[src/rtl/food_pkg.sv]
// ============================================================================
// Module      : food_pkg
// Description : Shared types and constants for the food placer. The SCAN and
//               SCHK states exist only when FOOD_PLACER_SCAN_FALLBACK_EN is set.
// Revision    : 1.0 - initial release
// ============================================================================
`default_nettype none

package food_pkg;

    localparam logic [15:0] c_lfsr_poly    = 16'hB400;
    localparam logic [15:0] c_default_seed = 16'hACE1;

    typedef enum logic [2:0] {
        ST_IDLE   = 3'd0,
        ST_DRAW   = 3'd1,
        ST_CHECK  = 3'd2,
        ST_DONE   = 3'd3,
        ST_GIVEUP = 3'd4
`ifdef FOOD_PLACER_SCAN_FALLBACK_EN
        ,
        ST_SCAN   = 3'd5,
        ST_SCHK   = 3'd6
`endif
    } state_t;

    // Right-shifting Galois step for x^16+x^14+x^13+x^11+1
    function automatic logic [15:0] lfsr_next(input logic [15:0] s);
        return s[0] ? ((s >> 1) ^ c_lfsr_poly) : (s >> 1);
    endfunction

endpackage

`default_nettype wire

[src/rtl/lfsr16.sv]
// ============================================================================
// Module      : lfsr16
// Description : Free-running 16-bit Galois LFSR, synchronous reset to SEED.
// Revision    : 1.0 - initial release
// ============================================================================
`default_nettype none

module lfsr16
    import food_pkg::*;
#(
    parameter logic [15:0] SEED = c_default_seed
) (
    input  logic        clk,
    input  logic        rst,
    output logic [15:0] value
);

    logic [15:0] r_state;

    always_ff @(posedge clk) begin
        if (rst) begin
            r_state <= SEED;
        end else begin
            r_state <= lfsr_next(r_state);
        end
    end

    assign value = r_state;

endmodule

`default_nettype wire

[src/rtl/food_placer.sv]
// ============================================================================
// Module      : food_placer
// Description : Picks a random free grid cell for new food using an LFSR and a
//               one-cycle occupancy lookup. Define FOOD_PLACER_SCAN_FALLBACK_EN
//               to raster-scan the grid after MAX_TRIES failed random draws.
// Revision    : 1.0 - initial release
// ============================================================================
`default_nettype none

module food_placer
    import food_pkg::*;
#(
    parameter int          GRID_W    = 32,
    parameter int          GRID_H    = 24,
    parameter int          CELL_PX   = 18,
    parameter int          ORIGIN_PX = 12,
    parameter int          MAX_TRIES = 15,
    parameter logic [15:0] SEED      = c_default_seed,
    localparam int         XW        = $clog2(GRID_W),
    localparam int         YW        = $clog2(GRID_H)
) (
    input  logic          clk,
    input  logic          rst,
    input  logic          req,
    output logic          busy,
    output logic          valid,
    output logic          fail,
    output logic [XW-1:0] cell_x,
    output logic [YW-1:0] cell_y,
    output logic [9:0]    box_x,
    output logic [9:0]    box_y,
    output logic [XW-1:0] occ_x,
    output logic [YW-1:0] occ_y,
    input  logic          occ_hit
);

    if (GRID_W < 2 || GRID_W > 256) begin : g_chk_grid_w
        $error("food_placer: GRID_W out of range");
    end
    if (GRID_H < 2 || GRID_H > 256) begin : g_chk_grid_h
        $error("food_placer: GRID_H out of range");
    end
    if (MAX_TRIES < 1 || MAX_TRIES > 255) begin : g_chk_tries
        $error("food_placer: MAX_TRIES out of range");
    end
    if (SEED == 16'h0000) begin : g_chk_seed
        $error("food_placer: SEED must be nonzero");
    end
    if ((GRID_W - 1) * CELL_PX + ORIGIN_PX >= 1024) begin : g_chk_px_w
        $error("food_placer: box_x does not fit in 10 bits");
    end
    if ((GRID_H - 1) * CELL_PX + ORIGIN_PX >= 1024) begin : g_chk_px_h
        $error("food_placer: box_y does not fit in 10 bits");
    end

    state_t        r_state;
    logic [7:0]    r_tries;
    logic [XW-1:0] r_cell_x;
    logic [YW-1:0] r_cell_y;
    logic [XW-1:0] r_occ_x;
    logic [YW-1:0] r_occ_y;
    logic          r_valid;
    logic          r_fail;
    logic          r_busy;

    logic [15:0]   w_lfsr;
    logic [XW-1:0] w_cand_x;
    logic [YW-1:0] w_cand_y;
    logic          w_in_range;
    logic [7:0]    w_tries_inc;
    logic          w_tries_last;
    logic          w_exhaust;
    logic          w_unused_lfsr;

    lfsr16 #(
        .SEED (SEED)
    ) u_lfsr (
        .clk   (clk),
        .rst   (rst),
        .value (w_lfsr)
    );

    // x and y come from disjoint LFSR bytes so they are not correlated
    assign w_cand_x      = w_lfsr[XW-1:0];
    assign w_cand_y      = w_lfsr[8 +: YW];
    assign w_unused_lfsr = ^w_lfsr;
    assign w_in_range    = (32'(w_cand_x) < GRID_W) && (32'(w_cand_y) < GRID_H);
    assign w_tries_inc   = r_tries + 8'd1;
    assign w_tries_last  = (w_tries_inc == 8'(MAX_TRIES));
    assign w_exhaust     = w_tries_last &&
                           (((r_state == ST_DRAW) && !w_in_range) ||
                            ((r_state == ST_CHECK) && occ_hit));

`ifdef FOOD_PLACER_SCAN_FALLBACK_EN
    logic [XW-1:0] r_scan_x;
    logic [YW-1:0] r_scan_y;
    logic          w_scan_last_x;
    logic          w_scan_last;

    assign w_scan_last_x = (32'(r_scan_x) == GRID_W - 1);
    assign w_scan_last   = w_scan_last_x && (32'(r_scan_y) == GRID_H - 1);
`endif

    always_ff @(posedge clk) begin
        if (rst) begin
            r_state  <= ST_IDLE;
            r_tries  <= '0;
            r_cell_x <= '0;
            r_cell_y <= '0;
            r_occ_x  <= '0;
            r_occ_y  <= '0;
            r_valid  <= 1'b0;
            r_fail   <= 1'b0;
            r_busy   <= 1'b0;
`ifdef FOOD_PLACER_SCAN_FALLBACK_EN
            r_scan_x <= '0;
            r_scan_y <= '0;
`endif
        end else begin
            r_valid <= 1'b0;
            r_fail  <= 1'b0;
            case (r_state)
                ST_IDLE: begin
                    if (req) begin
                        r_state <= ST_DRAW;
                        r_tries <= '0;
                        r_busy  <= 1'b1;
                    end
                end
                ST_DRAW: begin
                    if (w_in_range) begin
                        r_occ_x <= w_cand_x;
                        r_occ_y <= w_cand_y;
                        r_state <= ST_CHECK;
                    end else begin
                        r_tries <= w_tries_inc;
                    end
                end
                ST_CHECK: begin
                    if (!occ_hit) begin
                        r_cell_x <= r_occ_x;
                        r_cell_y <= r_occ_y;
                        r_valid  <= 1'b1;
                        r_state  <= ST_DONE;
                    end else begin
                        r_tries <= w_tries_inc;
                        r_state <= ST_DRAW;
                    end
                end
                ST_DONE, ST_GIVEUP: begin
                    r_state <= ST_IDLE;
                    r_busy  <= 1'b0;
                end
`ifdef FOOD_PLACER_SCAN_FALLBACK_EN
                ST_SCAN: begin
                    r_occ_x <= r_scan_x;
                    r_occ_y <= r_scan_y;
                    r_state <= ST_SCHK;
                end
                ST_SCHK: begin
                    if (!occ_hit) begin
                        r_cell_x <= r_occ_x;
                        r_cell_y <= r_occ_y;
                        r_valid  <= 1'b1;
                        r_state  <= ST_DONE;
                    end else if (w_scan_last) begin
                        r_fail  <= 1'b1;
                        r_state <= ST_GIVEUP;
                    end else begin
                        if (w_scan_last_x) begin
                            r_scan_x <= '0;
                            r_scan_y <= r_scan_y + YW'(1);
                        end else begin
                            r_scan_x <= r_scan_x + XW'(1);
                        end
                        r_state <= ST_SCAN;
                    end
                end
`endif
                default: begin
                    r_state <= ST_IDLE;
                    r_busy  <= 1'b0;
                end
            endcase

            // Running out of random draws overrides the per-state transition
            if (w_exhaust) begin
`ifdef FOOD_PLACER_SCAN_FALLBACK_EN
                r_state  <= ST_SCAN;
                r_scan_x <= '0;
                r_scan_y <= '0;
`else
                r_state  <= ST_GIVEUP;
                r_fail   <= 1'b1;
`endif
            end
        end
    end

    assign busy   = r_busy;
    assign valid  = r_valid;
    assign fail   = r_fail;
    assign cell_x = r_cell_x;
    assign cell_y = r_cell_y;
    assign occ_x  = r_occ_x;
    assign occ_y  = r_occ_y;
    assign box_x  = 10'(32'(r_cell_x) * CELL_PX + ORIGIN_PX);
    assign box_y  = 10'(32'(r_cell_y) * CELL_PX + ORIGIN_PX);

endmodule

`default_nettype wire

[config.mk]
export PLATFORM = sky130hd
export DESIGN_NAME = food_placer
export DESIGN_NICKNAME = d
export VERILOG_FILES = /design/src/rtl/food_pkg.sv /design/src/rtl/lfsr16.sv /design/src/rtl/food_placer.sv
export SDC_FILE = /design/constraint.sdc
export NUM_CORES = 1
export LEC_CHECK = 0
export CORE_UTILIZATION = 47
export CTS_BUF_LIST = sky130_fd_sc_hd__clkbuf_4 sky130_fd_sc_hd__clkbuf_8
export DETAILED_ROUTE_END_ITERATION = 16
export GPL_TIMING_DRIVEN = 0
export PLACE_DENSITY = 0.84
export SLEW_MARGIN = 10
export SYNTH_ARGS = -nofsm -noshare
export SYNTH_HDL_FRONTEND = slang
export SYNTH_SLANG_ARGS = --single-unit
[constraint.sdc]
create_clock -name clk -period 3.4 [get_ports clk]
set_input_delay 0.68 -clock clk [delete_from_list [all_inputs] [get_ports clk]]
set_output_delay 0.68 -clock clk [all_outputs]
set_load 0.01 [all_outputs]
======== Yosys cells after proc, flatten, opt, wreduce, memory -nomap -nowiden ========
Cells that the tools add are included.
word-level totals
  logic and storage cells ................. 60
  output and inout port bits .............. 43
  register bits ........................... 50
operators by class
  muxes and demuxes ....................... 14
  multiply operators ...................... 2
  $lt $le $gt $ge ......................... 1
  $add $sub $neg .......................... 3
  reductions and logical operators ........ 16
  eq/ne operators ......................... 9
  bitwise gates (word level) .............. 4
operator list
  kind                   count
  $mux 8                 3
  $pmux 8 s3             1
  $add 10x4->10 const B  2
  $mul 5x4->9 const B    2
  $mux 16                1
  $reduce_and 2->1       5
  $mux 3                 3
  $pmux 3 s3             1
  $add 8x1->8 const B    1
  $eq 8x4->1 const B     1
  $ne 2x2->1 const B     4
  $ne 3x3->1 const B     2
  $reduce_or 2->1        3
  $lt 5x5->1 const B     1
  $not 3->4              1
  $reduce_and 4->1       1
  $eq 3x1->1 const B     1
  $eq 3x2->1 const B     1
  $logic_and 1x1->1      3
  $logic_not 3->1        1
  $mux 1                 3
  $not 1->1              3
  $reduce_bool 3->1      1
  $mux 2                 1
  3 further kinds        3

======== Longest topological paths before layout ========
Gate-level depths: netlist of the first run.
  depth in word-level cells ............... 7
  depth in mapped cells ................... 7
  gate-level depth less buffers ........... 7

======== Cells and area by module ========
A second synthesis of the first run with hierarchy kept.
unflattened totals
  cell total of the unflattened synthesis .. 273
  area, all modules ....................... 2447.3 µm²
by module, submodules not included
  module       area each (µm²)  cells an instance  instances
  food_placer  1984.4           237                1
  lfsr16       462.9            36                 1

======== Least setup slack after synthesis of the first run ========
No wires, ideal clock.
  kind .................................... flip-flop to output port
  start point ............................. register r_cell_y[4], in the netlist cell_y[4]
  end point ............................... output box_y[8]
  setup slack ............................. 0.527 ns
  data required time ...................... 2.720 ns
  data arrival time ....................... 2.193 ns
  cell stages (with the launch flop) ...... 8
  path through ............................ dfxtp_1 -> ha_1 -> ha_1 -> fa_1 -> nand3_1 -> o311ai_0 -> o31ai_1 -> xor2_1
between the ends
  word-level cells in the longest chain between the ends .. 2
RTL lines
  element                   RTL line            text
  start: declaration        food_placer.sv:59   logic [YW-1:0] r_cell_y;
  start signal: assignment  food_placer.sv:142  r_cell_y <= r_occ_y;
  $mul 5x4->9               food_placer.sv:208  assign box_y = 10'(32'(r_cell_y) * CELL_PX + ORIGIN_PX);
  $add 10x4->10             food_placer.sv:208
  end: declaration          food_placer.sv:31   output logic [9:0] box_y,
Every way passes these cells.

======== Final worst setup path of the first run ========
  start point ............................. register r_cell_y[4], in the netlist cell_y[4]
  end point ............................... output box_y[9]
The elaborated chain is that of the path after synthesis.

==> results.md, run 1 <==
* Hold endpoint: u_lfsr.value[6]
* Slew Viols, Final at 0
* Clk_lat worst skew at 0.30 ns
* DRT iter0 DRCs at 76
* Reg2reg start: r_tries[0]
* Die width at between 70 and 80 µm
* WP data required at around 2.7 ns
* Synth Flop Type: dfxtp_1
* 1st-pass router iterations at 4
* Worst rel slew slack at 0.6274
* Post-Route WL at 5.082 mm
* Share of the yosys chip area belonging to registers at 0.4098
* Hold WC Path Type: reg2reg
* Die area at roughly 5500 µm²
* Largest net degree at the start of global routing at 16
* CTS root buffer: clkbuf_8
* Max-Cap Viols at 0
* Fin. Hold Viols at 0
* Synth Cell Area at 2442 µm²
* FF-to-FF End: r_tries[6]
* Area grow syn2layout at 28.64%
* WP buf/inv at 1
* Avg Inst Size Synth at roughly 9.0 µm²
* CTS tree: yes
* CP max-delay cell: fa_2
* Clk_skew at 0.006927 ns
* Setup ws final at about 0.095 ns
* Hold slack at 0.4242 ns
* Setup-failing EPs final at 0
* Routed vias/inst at around 5.3
* Hold depth at 1
* CP Depth at 8
* R2R depth at 5
* Share of cells above drive strength 1 at 0.1446
* Dpl ws at -0.05984 ns
* Largest stage delay, worst path at between 0.5 and 0.6 ns
* Critical Path Fanout Max at 7
* HP Start: u_lfsr.value[7]
* Overflow after GRT at 0
* Dpl cell area at approximately 3000 µm²
* Max clock buf depth at 2
* Num rows at 25
* Peak supply drop at ~0.00033 V
* Setup crit start kind: register
* GRT Resource Usage Total at 0.2009
* Post-synth EDFFs at 0
* Num CTS Buffers at 5
* Total power at 1.064 mW
* Final Instance Area at ~3100 µm²
* Leak at between 1 and 1.5 nW
* Final min period at around 3.3 ns
* Initial antenna violation count at 0
* FMAX at 302.6 MHz
* Reg2Reg Setup Slack at ~1.7 ns
* Core ar. at slightly below 5000 µm²
* Vias in the first global route at roughly 1900
* Drt drc at 0
* Pwr per Cell Area at ~340 nW/µm²
* Antenna cell count at 0
* Critical path type: reg2out
* Ys Warns at 0
* CTS Sinks at 50
* Worst path cell trace: ha_1 -> ha_2 -> fa_2 -> nand3_4 -> a21o_1 -> o21bai_1 -> a31o_2 -> dlygate4sd2_1
* Status: finished clean
* Initial Util at 0.5037
* Worst Max-Slew Pin Slew at roughly 0.56 ns
* Global-route wire length before repair at ~8.5 mm
* WL/cell at around 13 µm
* IO buf count at 43
* Top delay family on crit path: adder cells
* Clk slew on worst S/H paths at roughly 0.09 ns
* Gate Count Post-Synth at around 270
* Synth async-reset ratio at 0
* Synth Register Bits at 50
* DP HPWL at 3.597 mm
* Netlist cell types at between 40 and 50
* IO Count at 47
* WP data arrival at between 2 and 3 ns
* Fin nets at 343
* Worst Setup End Kind: output pin
* TNS Setup at 0 ns
* DRT antenna net count at 0
* Gpl congestion at slightly above 0.8
* Final period util at 0.9720
* Vias at ~2100
* Hold-fix buffers, CTS at 0
* Chip Height at between 70 and 80 µm
* H-tree depth at 2
[report_power, final]
group | internal, mW | leakage (nW) | switching [mW]
clock network | 0.142 | 0.0444 | 0.188
registers | 0.606 | 0.413 | 0.0207
logic | 0.0544 | 0.769 | 0.0515
total | 0.803 | 1.23 | 0.261
[layer usage]
layer  up-vias  routed length (µm)  part of all wire  GRT usage
met5         -                   0                 0          0
met1       982                2281              0.45     0.2580
met3        10                 275             0.054    0.04743
li1       1035                   -                 -          -
met2        68                2457              0.48     0.3333
met4         0                  68             0.013    0.06410
[layout by cell type (no fill, tap or decap), types with 3 or more instances in the layout]
| cell type | n |
|---|---|
| mux2i_1 | 10 |
| a21oi_1 | 22 |
| clkbuf_1 | 6 |
| a311oi_1 | 3 |
| or3b_1 | 3 |
| nand3b_1 | 4 |
| xnor2_1 | 10 |
| nor2_1 | 20 |
| clkdlybuf4s50_1 | 38 |
| dlygate4sd2_1 | 3 |
| ha_1 | 8 |
| o21bai_1 | 3 |
| o21ai_0 | 6 |
| and2_1 | 3 |
| nand2b_1 | 5 |
| nor3_1 | 4 |
| a21o_1 | 4 |
| nand2_1 | 28 |
| dfxtp_4 | 4 |
| nor2b_1 | 11 |
| nand3_1 | 4 |
| xor2_1 | 4 |
| inv_1 | 10 |
| buf_4 | 8 |
| a31oi_1 | 4 |
| or2_2 | 8 |
| dfxtp_1 | 45 |
| clkbuf_8 | 5 |
[repair_timing]
action                     4_1_cts  5_1_grt
buffers inserted                 1        1
resized for setup               16       16
setup endpoints to repair        6        4
pin swaps                        2        3
[layout make-up]
cell class / instances / area (µm²)
Fill cell: 408 / 1707
Multi-Input combinational cell: 199 / 1400
Sequential cell: 50 / 1017
Timing Repair Buffer: 45 / 436.7
Buffer: 14 / 83.83
Tap cell: 67 / 83.83
Clock buffer: 5 / 68.82
Inverter: 10 / 37.54
Clock inverter: 2 / 13.76
[synth_stat cells (all sizes together) (3+ instances only)]
cell type,number,share of area
dfxtp,50,0.41
nand2,28,0.043
a21oi,23,0.049
nor2,20,0.031
ha,12,0.061
nor2b,11,0.028
inv,10,0.015
mux2i,10,0.041
xnor2,10,0.036
or2,9,0.023
buf,8,0.025
o21ai,8,0.016
clkbuf,6,0.0092
nand2b,5,0.013
nand3,5,0.010
nor3,5,0.012
a21o,4,0.012
a31oi,4,0.010
nand3b,4,0.012
xor2,4,0.014
a311oi,3,0.011
and2,3,0.0077
o21bai,3,0.0092
or3b,3,0.011
[kinds of logic (layout without fill, tap and decap cells)]
logic type | Yosys count | count (layout) | synth area share
AO/OA/AOI/OAI | 57 | 57 | 0.1481
XOR/XNOR | 14 | 14 | 0.05020
adder cells (fa/ha/maj) | 14 | 14 | 0.07787
buffers and inverters | 24 | 76 | 0.04969
flip-flops | 50 | 50 | 0.4098
multiplexers | 10 | 10 | 0.04099
other | 1 | 2 | 0.001535
AND/OR/NAND/NOR | 102 | 102 | 0.2218
[worst max-delay path by stage]
stage | startpoint | to | slack, ns
finish | cell_y[4] | box_y[9] | 0.1
global route | cell_x[1] | box_x[8] | -0.02
CTS | cell_x[1] | box_x[8] | 0.01
detailed placement | cell_y[4] | box_y[8] | -0.06
global placement | cell_y[4] | box_y[8] | 0.04
floorplan | cell_y[4] | box_y[8] | 0.53
[flip-flops by register name, summed over array words and instances, names as in the netlist]
signal,count
r_state,3
cell_x,5
u_lfsr.value,16
r_tries,8
fail,1
cell_y,5
occ_x,5
occ_y,5
busy,1
valid,1
[per-stage QoR]
stage / std cells / util
global placement: 383 / 0.6106
finish: 392 / 0.6480
CTS: 391 / 0.6328
global route: 392 / 0.6480
floorplan: 273 / -
detailed placement: 383 / 0.6106
No activity file was read; power rests on OpenSTA's default activity.
==> inputs of run 2 (changes only) <==
--- a/config.mk
+++ b/config.mk
@@ -5,11 +5,12 @@
 export SDC_FILE = /design/constraint.sdc
 export NUM_CORES = 1
 export LEC_CHECK = 0
-export CORE_UTILIZATION = 47
+export CORE_UTILIZATION = 53
 export CTS_BUF_LIST = sky130_fd_sc_hd__clkbuf_4 sky130_fd_sc_hd__clkbuf_8
+export CTS_CLUSTER_DIAMETER = 200
 export DETAILED_ROUTE_END_ITERATION = 16
 export GPL_TIMING_DRIVEN = 0
-export PLACE_DENSITY = 0.84
+export PLACE_DENSITY = 0.92
 export SLEW_MARGIN = 10
 export SYNTH_ARGS = -nofsm -noshare
 export SYNTH_HDL_FRONTEND = slang
==> run 2 against run 1 <==
  * Final cell count shrank 3.8%
  * Non-clock buffer count shrank 1
  * Sequential share of layout area grew 0.33 points
  * Worst setup slack lost 0.062 ns
  * Wire length grew 1.9%
  * Fmax shrank 1.8%
  * Clock-buffer cell count grew 2
==> results.md, run 2 (synthesis results as in run 1) <==
* Core ar. at 4384 µm² (-9.6%)
* Initial Util at 0.5571 (+0.05334)
* Worst Max-Slew Pin Slew at 0.5805 ns (+0.02462 ns)
* Share of cells above drive strength 1 at 0.1292 (-0.01538)
* Status: finished clean
* Clk slew on worst S/H paths at 0.08 ns (about the same)
* R2R depth at 5 (unchanged)
* Die area at 4884 µm² (-11%)
* Vias in the first global route at 1982 (+4.4%)
* Vias at 2083 (-0.57%)
* Peak supply drop at 0.0003462 V (+3.6%)
* DRT iter0 DRCs at 49 (-36%)
* CTS tree: yes
* Setup-failing EPs final at 0 (unchanged)
* Chip Height at 69.89 µm (-5.7%)
* Slew Viols, Final at 0 (unchanged)
* Largest net degree at the start of global routing at 15 (-1)
* Worst Setup End Kind: output pin
* Max clock buf depth at 2 (unchanged)
* Hold depth at 1 (unchanged)
* CTS Sinks at 50 (unchanged)
* Dpl cell area at 2942 µm² (-0.63%)
* Critical path type: reg2out
* Overflow after GRT at 0 (unchanged)
* Fin nets at 342 (-0.29%)
* Num CTS Buffers at 5 (unchanged)
* Gpl congestion at 0.8634 (+5.8%)
* GRT Resource Usage Total at 0.2217 (+0.02082)
* Critical Path Fanout Max at 7 (unchanged)
* WP data arrival at 2.69 ns (+0.07 ns)
* FMAX at 297.0 MHz (-1.8%)
* Setup crit start kind: register
* M1 WL at 2.288 mm (+0.31%)
* Pwr per Cell Area at 354.4 nW/µm² (+4.7%)
* CTS root buffer: clkbuf_8
* Routed vias/inst at 5.525 (+3.4%)
* 1st-pass router iterations at 4 (unchanged)
* Fin. Hold Viols at 0 (unchanged)
* Leak at 1.241 nW (+1.2%)
* Antenna cell count at 0 (unchanged)
* WL/cell at 13.74 µm (+6.0%)
* Initial antenna violation count at 0 (unchanged)
* Max reg flops at 16 (unchanged)
* IO Count at 47 (unchanged)
* WP data required at 2.72 ns (about the same)
* Max-Cap Viols at 0 (unchanged)
* Hold WC Path Type: reg2reg
* Clk_lat worst skew at 0.30 ns (about the same)
* Worst rel slew slack at 0.6109 (-0.01650)
* Drt drc at 0 (unchanged)
* Setup ws final at 0.03286 ns (-0.06221 ns)
* DRT antenna net count at 0 (unchanged)
* Die width at 69.89 µm (-5.7%)
* Max Used Layer: met4
* Global-route wire length before repair at 8.776 mm (+2.7%)
* DP HPWL at 3.802 mm (+5.7%)
* IO buf count at 43 (unchanged)
* Met2 wire len at 2.622 mm (+6.7%)
* Dpl ws at -0.01847 ns (+0.04137 ns)
* Met3 WL at 249 µm (-9.5%)
* Commonest non-fill, non-tap cell in the layout: dfxtp_1
* Num rows at 24 (-4.0%)
* Most frequent cells in the layout: 46 x dfxtp_1, 37 x clkdlybuf4s50_1, 28 x nand2_1, 22 x a21oi_1, 20 x nor2_1
* H-tree depth at 2 (unchanged)
* Area grow syn2layout at 26.23%
* Clk_skew at 0.008484 ns (+0.001558 ns)
* Post-Route WL at 5.181 mm (+1.9%)
* Final period util at 0.9903 (+0.01830)
* Fill cells at 356 (-13%)
* Final Instance Area at 3083 µm² (-1.9%)
* Final min period at 3.367 ns (+0.06221 ns)
==> run 2: cell types whose count changed in the layout (fill, tap and decap cells not counted), sizes merged <==
cell,previous run,this run
buf,10,9
clkbuf,12,13
clkdlybuf4s50,38,37
dlygate4sd2,3,5
inv,11,10
==> run 2: final timing paths <==
kind | startpoint | endpoint | slack [ns]
worst max-delay path | cell_y[4] | box_y[8] | 0.03
worst min-delay path | u_lfsr.value[7] | u_lfsr.value[6] | 0.42
worst max register to register | r_tries[0] | r_tries[6] | 1.74
worst min register to register | u_lfsr.value[7] | u_lfsr.value[6] | 0.42
==> run 2: power by group <==
part / total [mW] / internal, mW / leakage (nW) / switching [mW]
Sequential: 0.629 / 0.609 / 0.411 / 0.0203
Combinational: 0.106 / 0.0541 / 0.778 / 0.0521
Clock: 0.358 / 0.172 / 0.0517 / 0.185
Total: 1.09 / 0.835 / 1.24 / 0.258
==> run 2: worst max-delay path: stages, from the launching register on <==
cell	delay, ns
dfxtp_4	0.38
ha_1	0.28
ha_2	0.21
fa_2	0.54
nand3_1	0.15
o311ai_2	0.27
o31ai_1	0.13
xor2_1	0.15
dlygate4sd2_1	0.29
==> run 2: final cells by class <==
| type | instances | area, µm² | share of cell area |
|---|---|---|---|
| multi-input combinational | 199 | 1361 | 0.4416 |
| sequential | 50 | 1008 | 0.3271 |
| timing repair buffer | 44 | 431.7 | 0.1400 |
| clock buffer | 7 | 90.09 | 0.02922 |
| buffer | 14 | 83.83 | 0.02719 |
| tap | 52 | 65.06 | 0.02110 |
| inverter | 10 | 37.54 | 0.01218 |
| clock inverter | 1 | 5.005 | 0.001623 |
==> run 2: stage by stage <==
step             util  TNS (ns)  total power [mW]  hold slack, ns  cells
4_1_cts        0.7006         0             1.099          0.4248    377
3_5_place_dp   0.6709  -0.01847            0.7496          0.4046    368
5_1_grt        0.7032  -0.02617             1.142          0.4355    377
6_report       0.7032         0             1.093          0.4204    377
3_3_place_gp   0.6709         0            0.7450          0.3995    368
2_1_floorplan       -         0            0.7083          0.3895    273
==> run 2: timing repair <==
action	in CTS	in global routing
pin swaps	2	0
setup endpoints to repair	6	3
resized for setup	18	4
hold buffers	0	0
hold endpoints to repair	0	0
setup buffers	1	0
==> run 2: routing by layer <==
layer	up-vias	GRT usage
li1	1040	-
met1	992	0.2840
met2	49	0.3761
met3	2	0.04906
met4	0	0.06000
met5	-	0
==> inputs of run 3 (changes only) <==
==> constraint.sdc (replaced) <==
create_clock -name clk -period 3.4 [get_ports clk]
set_input_delay 0.68 -clock clk [delete_from_list [all_inputs] [get_ports clk]]
set_output_delay 0.68 -clock clk [all_outputs]
set_load 0.02 [all_outputs]
==> run 3 against run 2 <==
  * Combinational power increased by 8%
  * Clock skew hardly changed
  * Power is 1.0% higher
  * Final cell count down 0.27%
  * Utilization decreased by 0.97 points
  * Final area is 1.4% lower
  * Worst setup slack worse by 0.0056 ns
  * Largest cell class unchanged
==> results.md, run 3 (synthesis results as in run 1) <==
* H-tree depth at 2 (unchanged)
* Initial antenna violation count at 0 (unchanged)
* Setup crit start kind: register
* Post-Route WL at 5.174 mm (-0.14%)
* CTS root buffer: clkbuf_8
* Worst path cell trace: ha_1 -> ha_1 -> fa_2 -> nand3_1 -> o311ai_2 -> o31ai_1 -> xor2_1 -> clkdlybuf4s15_2
* GRT Resource Usage Total at 0.2195 (-0.002149)
* R2R depth at 5 (unchanged)
* Hold WC Path Type: reg2reg
* IO buf count at 43 (unchanged)
* Met1 GRT Util at 0.2822 (-0.001838)
* GRT Max-Usage Layer: met2
* DRT antenna net count at 0 (unchanged)
* Peak supply drop at 0.0003463 V (about the same)
* Clk_skew at 0.008310 ns (-0.0001748 ns)
* Post-CTS setup buffer count at 0 (-1)
* Max reg flops at 16 (unchanged)
* Dpl cell area at 2942 µm² (unchanged)
* Dpl cells at 368 (unchanged)
* Die width at 69.89 µm (unchanged)
* IO Count at 47 (unchanged)
* CTS Sinks at 50 (unchanged)
* Antenna cell count at 0 (unchanged)
* Most frequent cells in the layout: 46 x dfxtp_1, 37 x clkdlybuf4s50_1, 28 x nand2_1, 22 x a21oi_1, 20 x nor2_1
* WL/cell at 13.76 µm (+0.13%)
* Area grow syn2layout at 24.49%
* WP data arrival at 2.69 ns (about the same)
* Total power at 1.104 mW (+1.0%)
* Num CTS Buffers at 5 (unchanged)
* Global-route wire length before repair at 8.687 mm (-1.0%)
* Top delay family on crit path: adder cells
* Max-Cap Viols at 0 (unchanged)
* Vias at 2097 (+0.67%)
* Worst Setup End Kind: output pin
* Share of cells above drive strength 1 at 0.1327 (+0.003485)
* Commonest non-fill, non-tap cell in the layout: dfxtp_1
* Reg2Reg Setup Slack at 1.74 ns (about the same)
* CP Depth at 8 (unchanged)
* Gpl congestion at 0.8634 (unchanged)
* Fin util at 0.6935 (-0.009703)
* Final Instance Area at 3040 µm² (-1.4%)
* Grt met3 use at 0.04762 (-0.001443)
* FF-to-FF End: r_tries[6]
* Routed vias/inst at 5.577 (+0.94%)
* Final period util at 0.9920 (+0.001641)
* Drt drc at 0 (unchanged)
* Pwr per Cell Area at 363.0 nW/µm² (+2.4%)
* WP data required at 2.72 ns (about the same)
* Fin nets at 341 (-0.29%)
* Critical path endpoint: box_y[8]
* Clk_lat worst skew at 0.31 ns (about the same)
* 1st-pass router iterations at 5 (+1)
* Initial Util at 0.5571 (unchanged)
* Reg2reg start: r_tries[0]
* Critical path origin: cell_y[4]
* Overflow after GRT at 0 (unchanged)
* Status: finished clean
* Fin. Hold Viols at 0 (unchanged)
* CTS tree: yes
* DP HPWL at 3.802 mm (unchanged)
* Critical path type: reg2out
* DRT iter0 DRCs at 58 (+18%)
* Most used cell, CP: ha_1
* Max clock buf depth at 2 (unchanged)
* Slew Viols, Final at 0 (unchanged)
* Largest net degree at the start of global routing at 15 (unchanged)
* Clk slew on worst S/H paths at 0.08 ns (about the same)
* Vias in the first global route at 1963 (-0.96%)
* Leak at 1.230 nW (-0.90%)
* Met2 Resource Use GR at 0.3718 (-0.004274)
* Final min period at 3.373 ns (+0.005581 ns)
* Final Non-Filler Cells at 376 (-0.27%)
* Chip Height at 69.89 µm (unchanged)
* Largest stage delay, worst path at 0.55 ns (about the same)
* Setup-failing EPs final at 0 (unchanged)
* Worst rel slew slack at 0.6097 (-0.001193)
* WP buf/inv at 1 (unchanged)
* FMAX at 296.5 MHz (-0.17%)
* Core ar. at 4384 µm² (unchanged)
* Worst Max-Slew Pin Slew at 0.5822 ns (+0.001779 ns)
* CP max-delay cell: fa_2
* Critical Path Fanout Max at 7 (unchanged)
* Num rows at 24 (unchanged)
* Die area at 4884 µm² (unchanged)
run 3: report_power, final:
group | switching (mW) | total [mW] | internal, mW
logic | 0.0603 | 0.114 | 0.0541
clock network | 0.187 | 0.360 | 0.172
registers | 0.0203 | 0.630 | 0.609
run 3: layout make-up:
cell class	count	area, µm²
Buffer	14	83.83
Clock buffer	7	90.09
Clock inverter	1	5.005
Fill cell	364	1344
Inverter	10	37.54
Multi-Input combinational cell	199	1343
Sequential cell	50	1006
Tap cell	52	65.06
Timing Repair Buffer	43	410.4
run 3: worst register-to-register path, delay by kind of cell (launching register included):
| family | cells | cell delay [ns] |
|---|---|---|
| and+or+nand+nor | 3 | 0.78 |
| DFF | 1 | 0.42 |
| adders and majority gates | 1 | 0.24 |
| AOI/OAI and AO/OA | 1 | 0.15 |
run 3: metal layers:
metal	share of wire	vias to the layer above
li1	-	1039
met1	0.44	1000
met2	0.51	54
met3	0.047	4
met4	0.0056	0
met5	0	-
run 3: timing repair:
action	CTS	global route
setup endpoints to repair	6	5
resized for setup	14	12
hold buffers	0	0
run 3: metrics by stage:
step	worst slack [ns]	hold slack (ns)	TNS [ns]
3_5_place_dp	-0.08638	0.4046	-0.1024
5_1_grt	-0.03689	0.4355	-0.03689
6_report	0.02728	0.4204	0
4_1_cts	0.01672	0.4248	0
3_3_place_gp	-0.04623	0.3995	-0.04623
2_1_floorplan	0.3070	0.3895	0
run 3: how the worst min path moves through the flow:
stage,from,end,slack [ns],depth (start not counted)
floorplan,u_lfsr.value[6],u_lfsr.value[5],0.39,1
global placement,u_lfsr.value[6],u_lfsr.value[5],0.40,1
detailed placement,u_lfsr.value[7],u_lfsr.value[6],0.40,1
CTS,u_lfsr.value[7],u_lfsr.value[6],0.42,1
global route,u_lfsr.value[6],u_lfsr.value[5],0.44,1
finish,u_lfsr.value[7],u_lfsr.value[6],0.42,1
